## config.mk

```make
export PLATFORM = sky130hd
export DESIGN_NAME = huffman_gen
export DESIGN_NICKNAME = d
export VERILOG_FILES = /design/src/rtl/huffman_gen.sv
export SDC_FILE = /design/constraint.sdc
export NUM_CORES = 1
export LEC_CHECK = 0
export ABC_CLOCK_PERIOD_IN_PS = 18100
export BUFFER_PORTS_ARGS = -buffer_cell sky130_fd_sc_hd__buf_2
export CAP_MARGIN = 10
export CORE_MARGIN = 2
export CORE_UTILIZATION = 40
export CTS_BUF_LIST = sky130_fd_sc_hd__clkbuf_16
export CTS_CLUSTER_DIAMETER = 60
export DETAILED_ROUTE_END_ITERATION = 7
export PLACE_DENSITY = 0.64
export SYNTH_ARGS = -nofsm -noshare
export SYNTH_HDL_FRONTEND = slang
export SYNTH_SLANG_ARGS = --single-unit
```

## constraint.sdc

```tcl
create_clock -name clk -period 18.1 [get_ports clk]
set_input_delay 0.905 -clock clk [delete_from_list [all_inputs] [get_ports clk]]
set_output_delay 0.905 -clock clk [all_outputs]
set_load 0.05 [all_outputs]
```

## src/rtl/huffman_gen.sv

```systemverilog
// -----------------------------------------------------------------------------
// huffman_gen
// Histograms a stream of grey-level symbols 1..NSYM, reports the counts, then
// builds a Huffman code by repeated two-minimum merging and presents a
// per-symbol code/mask pair. Frames may follow each other without a reset.
//
// Optional feature macro: HUFF_SKIP_ZERO_EN
//   defined   : zero-count symbols are left out of the merge (HC=0, M=0); a lone
//               non-zero symbol gets a 1-bit code 0.
//   undefined : every symbol takes part in the merge, zero counts included.
//
// Ports
//   clk        in   single clock, rising edge
//   reset      in   synchronous, active-high
//   gray_valid in   gray_data valid this cycle
//   gray_data  in   symbol value; 0 or > NSYM is ignored
//   CNT_valid  out  one-cycle pulse, CNT final
//   CNT        out  count of symbol s at [s*CNT_W-1 -: CNT_W]
//   code_valid out  level, HC/M final
//   HC         out  code of symbol s (read from bit len-1 down to 0)
//   M          out  mask of symbol s, (1<<len_s)-1
// -----------------------------------------------------------------------------
module huffman_gen #(
    parameter int NSYM   = 6,
    parameter int CNT_W  = 8,
    parameter int CODE_W = 8
) (
    input  logic                   clk,
    input  logic                   reset,
    input  logic                   gray_valid,
    input  logic [7:0]             gray_data,
    output logic                   CNT_valid,
    output logic [NSYM*CNT_W-1:0]  CNT,
    output logic                   code_valid,
    output logic [NSYM*CODE_W-1:0] HC,
    output logic [NSYM*CODE_W-1:0] M
);

    localparam int ID_W  = 3;
    localparam int NA_W  = 4;
    // Sum of up to eight saturated counts cannot overflow three extra bits.
    localparam int SUM_W = CNT_W + 3;
    localparam int LEN_W = $clog2(CODE_W + 1);

    typedef enum logic [2:0] {
        COUNT  = 3'd0,
        REPORT = 3'd1,
        SEL1   = 3'd2,
        SEL2   = 3'd3,
        MERGE  = 3'd4,
        DONE   = 3'd5
    } state_t;

    state_t                  state_q;
    logic                    seen_q;
    logic                    cnt_valid_q;
    logic                    code_valid_q;
    logic [CNT_W-1:0]        cnt_q  [NSYM];
    logic [SUM_W-1:0]        sum_q  [NSYM];
    logic [ID_W-1:0]         grp_q  [NSYM];
    logic [CODE_W-1:0]       code_q [NSYM];
    logic [LEN_W-1:0]        len_q  [NSYM];
    logic [NSYM-1:0]         act_q;
    logic [NA_W-1:0]         nact_q;
    logic [ID_W-1:0]         sel_a_q;
    logic [ID_W-1:0]         sel_b_q;

    logic [NSYM-1:0]         act_init_s;
    logic [NA_W-1:0]         nact_s;
    logic [ID_W-1:0]         pick_s;
    logic [SUM_W-1:0]        best_s;
    logic                    found_s;
    logic                    take_s;
    logic [SUM_W-1:0]        sum_ab_s;
    logic [ID_W-1:0]         merge_id_s;
    logic [ID_W-1:0]         drop_id_s;

    // Which symbols open a group at REPORT, and how many groups that makes.
    always_comb begin
        act_init_s = '0;
        nact_s     = '0;
        for (int i = 0; i < NSYM; i++) begin
`ifdef HUFF_SKIP_ZERO_EN
            act_init_s[i] = (cnt_q[i] != '0);
`else
            act_init_s[i] = 1'b1;
`endif
            nact_s = nact_s + NA_W'(act_init_s[i]);
        end
    end

    // Minimum-count active group; "<=" while scanning upward lets the larger id
    // win a tie. In SEL2 the group already chosen as A is excluded.
    always_comb begin
        pick_s  = '0;
        best_s  = '1;
        found_s = 1'b0;
        take_s  = 1'b0;
        for (int i = 0; i < NSYM; i++) begin
            take_s  = act_q[i]
                      && !((state_q == SEL2) && (ID_W'(i) == sel_a_q))
                      && (!found_s || (sum_q[i] <= best_s));
            best_s  = take_s ? sum_q[i] : best_s;
            pick_s  = take_s ? ID_W'(i) : pick_s;
            found_s = found_s | take_s;
        end
    end

    // Merged count and the surviving / retired ids for the MERGE step.
    always_comb begin
        sum_ab_s = '0;
        for (int i = 0; i < NSYM; i++) begin
            sum_ab_s = sum_ab_s
                       + (((ID_W'(i) == sel_a_q) || (ID_W'(i) == sel_b_q)) ? sum_q[i] : SUM_W'(0));
        end
        merge_id_s = (sel_a_q < sel_b_q) ? sel_a_q : sel_b_q;
        drop_id_s  = (sel_a_q < sel_b_q) ? sel_b_q : sel_a_q;
    end

    // Control FSM with histogram, group table and code/length registers.
    always_ff @(posedge clk) begin
        if (reset) begin
            state_q      <= COUNT;
            seen_q       <= 1'b0;
            cnt_valid_q  <= 1'b0;
            code_valid_q <= 1'b0;
            act_q        <= '0;
            nact_q       <= '0;
            sel_a_q      <= '0;
            sel_b_q      <= '0;
            for (int i = 0; i < NSYM; i++) begin
                cnt_q[i]  <= '0;
                sum_q[i]  <= '0;
                grp_q[i]  <= ID_W'(i);
                code_q[i] <= '0;
                len_q[i]  <= '0;
            end
        end else begin
            cnt_valid_q <= 1'b0;
            case (state_q)
                COUNT: begin
                    if (gray_valid) begin
                        seen_q <= 1'b1;
                        for (int i = 0; i < NSYM; i++) begin
                            if ((gray_data == 8'(i + 1)) && (cnt_q[i] != '1)) begin
                                cnt_q[i] <= cnt_q[i] + CNT_W'(1);
                            end
                        end
                    end else if (seen_q) begin
                        seen_q      <= 1'b0;
                        cnt_valid_q <= 1'b1;
                        state_q     <= REPORT;
                    end
                end
                REPORT: begin
                    act_q  <= act_init_s;
                    nact_q <= nact_s;
                    for (int i = 0; i < NSYM; i++) begin
                        sum_q[i]  <= SUM_W'(cnt_q[i]);
                        grp_q[i]  <= ID_W'(i);
                        code_q[i] <= '0;
                        // A lone active symbol still needs a 1-bit code.
                        len_q[i]  <= ((nact_s == NA_W'(1)) && act_init_s[i]) ? LEN_W'(1) : LEN_W'(0);
                    end
                    if (nact_s <= NA_W'(1)) begin
                        code_valid_q <= 1'b1;
                        state_q      <= DONE;
                    end else begin
                        state_q <= SEL1;
                    end
                end
                SEL1: begin
                    sel_a_q <= pick_s;
                    state_q <= SEL2;
                end
                SEL2: begin
                    sel_b_q <= pick_s;
                    state_q <= MERGE;
                end
                MERGE: begin
                    for (int i = 0; i < NSYM; i++) begin
                        if (grp_q[i] == sel_a_q) begin
                            code_q[i] <= code_q[i] | (CODE_W'(1) << len_q[i]);
                            len_q[i]  <= len_q[i] + LEN_W'(1);
                            grp_q[i]  <= merge_id_s;
                        end else if (grp_q[i] == sel_b_q) begin
                            code_q[i] <= code_q[i] & ~(CODE_W'(1) << len_q[i]);
                            len_q[i]  <= len_q[i] + LEN_W'(1);
                            grp_q[i]  <= merge_id_s;
                        end
                        if (ID_W'(i) == merge_id_s) begin
                            sum_q[i] <= sum_ab_s;
                        end
                        if (ID_W'(i) == drop_id_s) begin
                            act_q[i] <= 1'b0;
                        end
                    end
                    nact_q <= nact_q - NA_W'(1);
                    if (nact_q == NA_W'(2)) begin
                        code_valid_q <= 1'b1;
                        state_q      <= DONE;
                    end else begin
                        state_q <= SEL1;
                    end
                end
                DONE: begin
                    // A new sample starts the next frame and is itself counted.
                    if (gray_valid) begin
                        seen_q       <= 1'b1;
                        code_valid_q <= 1'b0;
                        state_q      <= COUNT;
                        for (int i = 0; i < NSYM; i++) begin
                            cnt_q[i]  <= (gray_data == 8'(i + 1)) ? CNT_W'(1) : CNT_W'(0);
                            code_q[i] <= '0;
                            len_q[i]  <= '0;
                        end
                    end
                end
                default: begin
                    state_q <= COUNT;
                end
            endcase
        end
    end

    // Output packing; codes and masks are only shown once the code is final.
    always_comb begin
        CNT = '0;
        HC  = '0;
        M   = '0;
        for (int i = 0; i < NSYM; i++) begin
            CNT[i*CNT_W +: CNT_W] = cnt_q[i];
            HC[i*CODE_W +: CODE_W] = code_valid_q ? code_q[i] : CODE_W'(0);
            M[i*CODE_W +: CODE_W]  = code_valid_q ? ~({CODE_W{1'b1}} << len_q[i]) : CODE_W'(0);
        end
    end

    assign CNT_valid  = cnt_valid_q;
    assign code_valid = code_valid_q;

endmodule

```

==> qor_table.md, run 1 <==
| Item | Value |
|:---|:---|
| Fraction of synthesized cell area taken by the top area cell type | 0.387 |
| CP Launch Type | flop |
| Outcome | complete, no violations |
| HPWL reported at the end of detailed placement | 32,300 um |
| Count of pins on the block boundary | 157 |
| Effective utilization at floorplan | 0.407 |
| Final antenna-violating net count | 0 |
| Post-synthesis sequential area ratio | 0.414 |
| Placement-stage cell area | 17,100 um^2 |
| Final slew viol count | 0 |
| Library cell used as clock root buffer | clkbuf_16 |
| Cell type with the highest occurrence count on the critical path | o21ai_0 |
| Area of the multi-input gates | 8500 um^2 |
| Via count of the first global-routing pass | 11,900 |
| Clock transition time at the flip-flop clock pins of the worst setup and hold paths | 60 ps |
| Layout area overhead | 13.5% |
| Total nets after synthesis | 1,784 |
| Final setup fails | 0 |
| Yosys warning total | 0 |
| Total of fill cells in the finished design | 3,721 |
| Post-CTS setup buffer count | 0 |
| Sequential standard cell area | 6570 um^2 |
| Clock Skew | 23.9 ps |
| Share of layout cells above drive strength 1 | 0.134 |
| Leftover overflow at the end of global routing | 0 |
| N_diodes | 0 |
| Number of buffers and inverters on the critical path | 2 |
| Max rail drop VDD | 0.0769 mV |
| Global-route wire length before repair | 65,800 um |
| Nature of the critical path endpoint | flop |
| Critical path start-end classification | reg -> reg |
| Number of synthesized flops with an enable pin | 204 |
| Violation count after the first detailed-route iteration | 682 |
| Inserted Clock Buffers | 27 |
| CTS Buffer Depth | 3 |
| Post-synthesis instance total | 1,613 |
| Worst max-slew margin expressed relative to the limit | 0.0993 |
| Number of max-cap violations | 0 |
| Clock tree from TritonCTS | done |
| Die Wd | 203 um |
| Power per standard cell area | 125 nW/um^2 |
| Minimum period implied by the final worst setup slack | 12,650 ps |
| Cell types with the largest area share after synthesis | edfxtp_1 (39%), ha_1 (9.6%), fa_1 (4.9%) |
| Routed length per instance | 18.2 um |
| # port buffers | 156 |
| Synth Flop Type | edfxtp_1 |
| Layer with the highest usage | met2 |
| Overall global routing resource usage | 0.199 |
| Clk sink count | 226 |
| Post-synthesis instance area | 15,800 um^2 |
| Count of cell types in the netlist | 68 |
| Max stage delay cell, worst path | o31ai_2 |
| Slowest stage delay, CP | 1070 ps |
| Async set or reset register ratio after synthesis | 0 |
| Average cell area after synthesis | 9.82 um^2 |
| Final Net Count | 1,925 |
| Cts-stage hold buffer count | 0 |
| Family with the most delay on the worst path | compound AO/OA/AOI/OAI gates |
| DRC errors left | 0 |
| Library cell occupying the most area in the post-synthesis netlist | edfxtp_1 |
| GR met3 Demand/Resource | 0.0321 |
| Die footprint | 41,200 um^2 |
| Top cells by instance count after synthesis | edfxtp_1 (204), nor2_1 (173), nand2_1 (147) |
| Final Hold Fails | 0 |
| Height of the die | 203 um |
| Most frequently used cell type in the post-synthesis netlist | edfxtp_1 |
| Total number of vias | 12,400 |
| Finished layout cell area | 18,000 um^2 |
| Crit share post-route | 0.699 |
| Number of iterations in the first detailed-routing pass | 5 |
| Total negative slack for setup checks | 0 ps |
| Core Footprint | 38,900 um^2 |
| Number of instances resized during post-cts repair | 0 |
| Met2 Usage GRT | 0.318 |
| Vias per cell | 5.42 |
| Later-pin clock latency in the skew report | 550 ps |
| Last weighted congestion value of the routability-driven placer | 0.926 |
| Setup repair after global routing missed its margin | no |
| Largest driver fanout on the critical path | 24 |
| Pin count of the biggest net entering global routing | 93 |
| Row count | 72 |
| Post-detailed-routing wire length | 41,800 um |
| Initial antenna violation count | 0 |
| Leakage power total | 7.77 nW |
| Met1 usage | 0.286 |
| Critical Path RT | 18,510 ps |
| Worst slew pin tran | 1340 ps |
| Worst Path Arrival | 13,070 ps |
| H-tree depth | 1 |
| Post-synthesis register bit count | 226 |
| Hold crit path type | reg -> reg |
| Maximum operating frequency | 79.0 MHz |
cell type report:
class | count | share of cell area
multi-input combinational | 1187 | 0.473
sequential | 226 | 0.365
timing repair buffer | 171 | 0.0499
clock buffer | 28 | 0.0390
tap | 518 | 0.0360
inverter | 141 | 0.0294
clock inverter | 22 | 0.00786
worst register-to-register path: cells and delay by family (launching register included):
family,cells,cell delay [ps]
and+or+nand+nor,15,3320
adders and majority gates,5,1650
buffers and inverters,2,350
AOI/OAI and AO/OA,19,5590
DFF,1,690
muxes,3,920
path summary, 6_finish.rpt:
check | from | depth (start not counted) | slack (ps) | to
worst min register to register | nact_q[3] | 1 | 470 | nact_q[3]
worst max register to register | state_q[0] | 44 | 5450 | sel_a_q[1]
worst min-delay path | nact_q[3] | 1 | 470 | nact_q[3]
worst max-delay path | state_q[0] | 44 | 5450 | sel_a_q[1]
per-stage QoR:
stage	instances	worst slack, ps	utilization	total power [mW]	hold WS (ps)
finish	2293	5450	0.462	2.24	473
CTS	2292	5450	0.462	2.25	474
detailed placement	2242	5510	0.440	1.73	466
floorplan	1613	8010	-	1.45	441
global route	2293	4420	0.462	2.39	506
global placement	2242	5840	0.440	1.71	460
metal layers:
metal  wire, um  vias up
met5          0        -
met4        679        0
met3       2850       46
met2      19100      376
met1      19200     6014
li1           -     5983
cells in the final DEF (no fill, tap or decap), types with 7 or more instances in the layout:
cell,n
edfxtp_1,204
nor2_1,173
buf_2,156
inv_1,151
nand2_1,147
ha_1,121
and2_1,76
a21oi_1,73
nand3_1,55
xnor2_1,54
o21ai_0,45
xor2_1,41
a22o_1,39
fa_1,39
a311oi_1,33
nor2b_1,32
clkbuf_16,28
a21boi_0,26
mux2i_1,23
dfxtp_1,21
nor3_1,21
a211oi_1,20
nand2b_1,18
and3_1,14
mux2_2,14
buf_4,14
a21o_1,13
nand4_1,12
a31oi_1,10
o21a_1,9
o21bai_1,7
nor4_1,7
flip-flops by register name, summed over array words and instances, names as in the netlist, 4 cells and up:
| signal | count |
|---|---|
| sum_q | 66 |
| cnt_q | 48 |
| code_q | 48 |
| len_q | 24 |
| grp_q | 18 |
| act_q | 6 |
| nact_q | 4 |
logic make-up (layout without fill, tap and decap cells):
logic type,Yosys count,after routing,synth area share
AND/OR/NAND/NOR,572,572,0.171
AO/OA/AOI/OAI,322,322,0.143
flip-flops,226,226,0.414
buffers and inverters,200,362,0.0493
adder cells (fa/ha/maj),160,160,0.145
XOR/XNOR,95,95,0.0525
multiplexers,38,38,0.0254
power by group:
group          switching [mW]  leakage, nW  internal, mW
combinational           0.583         5.02         0.332
clock                   0.217        0.456         0.295
sequential              0.132         2.29         0.683
(Power assumes the default switching activity.)
==> inputs of run 2 (changes only) <==
ABC_CLOCK_PERIOD_IN_PS = 12200   (was 18100)
clock period = 12.2 ns   (was 18.1 ns; I/O delays follow)
==> run 2 against run 1 <==
  * Non-clock buffer count up 10
  * Hold slack better by 11 ps
  * Combinational power up 54%
  * Clock skew down 9.5 ps
  * Die area unchanged
  * Setup slack worse by 4500 ps
  * Power up 52%
  * Register-to-register slack worse by 4500 ps
  * Global-route usage up 0.40 points
  * Sequential power up 46%
  * Highest routed layer unchanged
==> qor_table.md, run 2 (same netlist as run 1, synthesis figures left out) <==
| Item | Value | vs previous |
|:---|:---|:---|
| Outcome | complete, no violations | unchanged |
| Pin count of the biggest net entering global routing | 74 | was 93 |
| Layout area overhead | 14.4% | was 13.5% |
| Violation count after the first detailed-route iteration | 931 | was 682 |
| Nature of the critical path endpoint | flop | unchanged |
| Clock Skew | 14.4 ps | was 23.9 ps |
| CTS Buffer Depth | 3 | unchanged |
| Hold crit path type | reg -> reg | unchanged |
| N_diodes | 0 | unchanged |
| Share of layout cells above drive strength 1 | 0.141 | was 0.134 |
| Minimum period implied by the final worst setup slack | 11,300 ps | was 12,650 ps |
| Effective utilization at floorplan | 0.407 | unchanged |
| Finished layout cell area | 18,100 um^2 | was 18,000 um^2 |
| DRC errors left | 0 | unchanged |
| Final Hold Fails | 0 | unchanged |
| Clock tree from TritonCTS | done | unchanged |
| Max FFs per register | 66 | unchanged |
| Last weighted congestion value of the routability-driven placer | 0.938 | was 0.926 |
| CP Launch Type | flop | unchanged |
| Placement-stage cell area | 17,200 um^2 | was 17,100 um^2 |
| Maximum operating frequency | 88.5 MHz | was 79.0 MHz |
| # port buffers | 156 | unchanged |
| Post-detailed-routing wire length | 42,400 um | was 41,800 um |
| Crit share post-route | 0.926 | was 0.699 |
| Max rail drop VDD | 0.119 mV | was 0.0769 mV |
| Slowest stage delay, CP | 590 ps | was 1070 ps |
| Total number of vias | 12,600 | was 12,400 |
| Number of max-cap violations | 0 | unchanged |
| Worst slew pin tran | 1140 ps | was 1340 ps |
| Final setup fails | 0 | unchanged |
| Power per standard cell area | 188 nW/um^2 | was 125 nW/um^2 |
| Global-route wire length before repair | 66,700 um | was 65,800 um |
| Via count of the first global-routing pass | 12,100 | was 11,900 |
| Die Wd | 203 um | unchanged |
| Critical path start-end classification | reg -> reg | unchanged |
| Die footprint | 41,200 um^2 | unchanged |
| Final slew viol count | 0 | unchanged |
| Overall global routing resource usage | 0.203 | was 0.199 |
| Initial antenna violation count | 0 | unchanged |
| Most used cells in the layout excluding fill and tap cells | edfxtp_1 (204), nor2_1 (173), buf_2 (156), nand2_1 (147), inv_1 (146) | was edfxtp_1 (204), nor2_1 (173), buf_2 (156), inv_1 (151), nand2_1 (147) |
| Leading registers by flop count | sum_q (66), cnt_q (48), code_q (48) | unchanged |
| H-tree depth | 1 | unchanged |
| Count of pins on the block boundary | 157 | unchanged |
| Library cell used as clock root buffer | clkbuf_16 | unchanged |
| Register bank with the most flops | sum_q | unchanged |
| Critical Path RT | 12,660 ps | was 18,510 ps |
| Final antenna-violating net count | 0 | unchanged |
| Clk sink count | 226 | unchanged |
| Largest driver fanout on the critical path | 20 | was 24 |
| Final Net Count | 1,934 | was 1,925 |
| Overall power of the completed layout | 3.40 mW | was 2.24 mW |
| Cell type with the highest occurrence count on the critical path | o21ai_0 | unchanged |
| Max stage delay cell, worst path | dfxtp_1 | was o31ai_2 |
| Height of the die | 203 um | unchanged |
| Core Footprint | 38,900 um^2 | unchanged |
| Most common library cell in the layout ignoring fill and taps | edfxtp_1 | unchanged |
| Clock transition time at the flip-flop clock pins of the worst setup and hold paths | 60 ps | about the same |
| Number of buffers and inverters on the critical path | 4 | was 2 |
| Number of iterations in the first detailed-routing pass | 5 | unchanged |
| Routed length per instance | 18.4 um | was 18.2 um |
| Leakage power total | 7.82 nW | was 7.77 nW |
| Row count | 72 | unchanged |
| Inserted Clock Buffers | 26 | was 27 |
| Vias per cell | 5.46 | was 5.42 |
| Later-pin clock latency in the skew report | 550 ps | about the same |
| Worst max-slew margin expressed relative to the limit | 0.236 | was 0.0993 |
| Worst Path Arrival | 11,760 ps | was 13,070 ps |
| Leftover overflow at the end of global routing | 0 | unchanged |
| Family with the most delay on the worst path | compound AO/OA/AOI/OAI gates | unchanged |
| HPWL reported at the end of detailed placement | 32,400 um | was 32,300 um |
| Total negative slack for setup checks | 0 ps | unchanged |
| Worst Hold Slack | 484 ps | was 473 ps |
| Setup repair after global routing missed its margin | no | unchanged |
run 2: report_power, final:
group	switching (mW)	total (mW)	internal (mW)
clock network	0.324	0.808	0.484
registers	0.173	1.19	1.01
logic	0.903	1.41	0.507
run 2: layer usage:
metal  vias to the layer above  track usage  routed length [um]
met2                       442        0.322               19400
met4                         0       0.0576                 963
li1                       6005            -                   -
met1                      6042        0.292               19100
met5                         -            0                   0
met3                        66       0.0263                2930
run 2: area by class of cell:
| type | count | area, um^2 |
|---|---|---|
| fill | 3694 | 20800 |
| multi-input combinational | 1187 | 8520 |
| clock buffer | 27 | 676 |
| sequential | 226 | 6570 |
| inverter | 141 | 529 |
| tap | 518 | 648 |
| clock inverter | 21 | 205 |
| timing repair buffer | 181 | 985 |
run 2: repair_timing:
action / 4_1_cts / 5_1_grt
hold buffers: 0 / 0
endpoints found under the setup margin: 0 / 6
buffers inserted: 0 / 1
resized for setup: 0 / 3
run 2: final timing paths:
path | to | slack (ps) | depth (start not counted) | start
setup / recovery | sel_b_q[1] | 900 | 48 | state_q[1]
hold / removal | nact_q[3] | 480 | 1 | nact_q[3]
setup reg to reg | sel_b_q[1] | 900 | 48 | state_q[1]
hold reg to reg | nact_q[3] | 480 | 1 | nact_q[3]
run 2: through the flow:
stage,setup WS [ps],utilization,instances
4_1_cts,237,0.464,2298
2_1_floorplan,2110,-,1613
6_report,904,0.466,2301
3_3_place_gp,613,0.442,2250
5_1_grt,113,0.466,2301
3_5_place_dp,294,0.442,2250
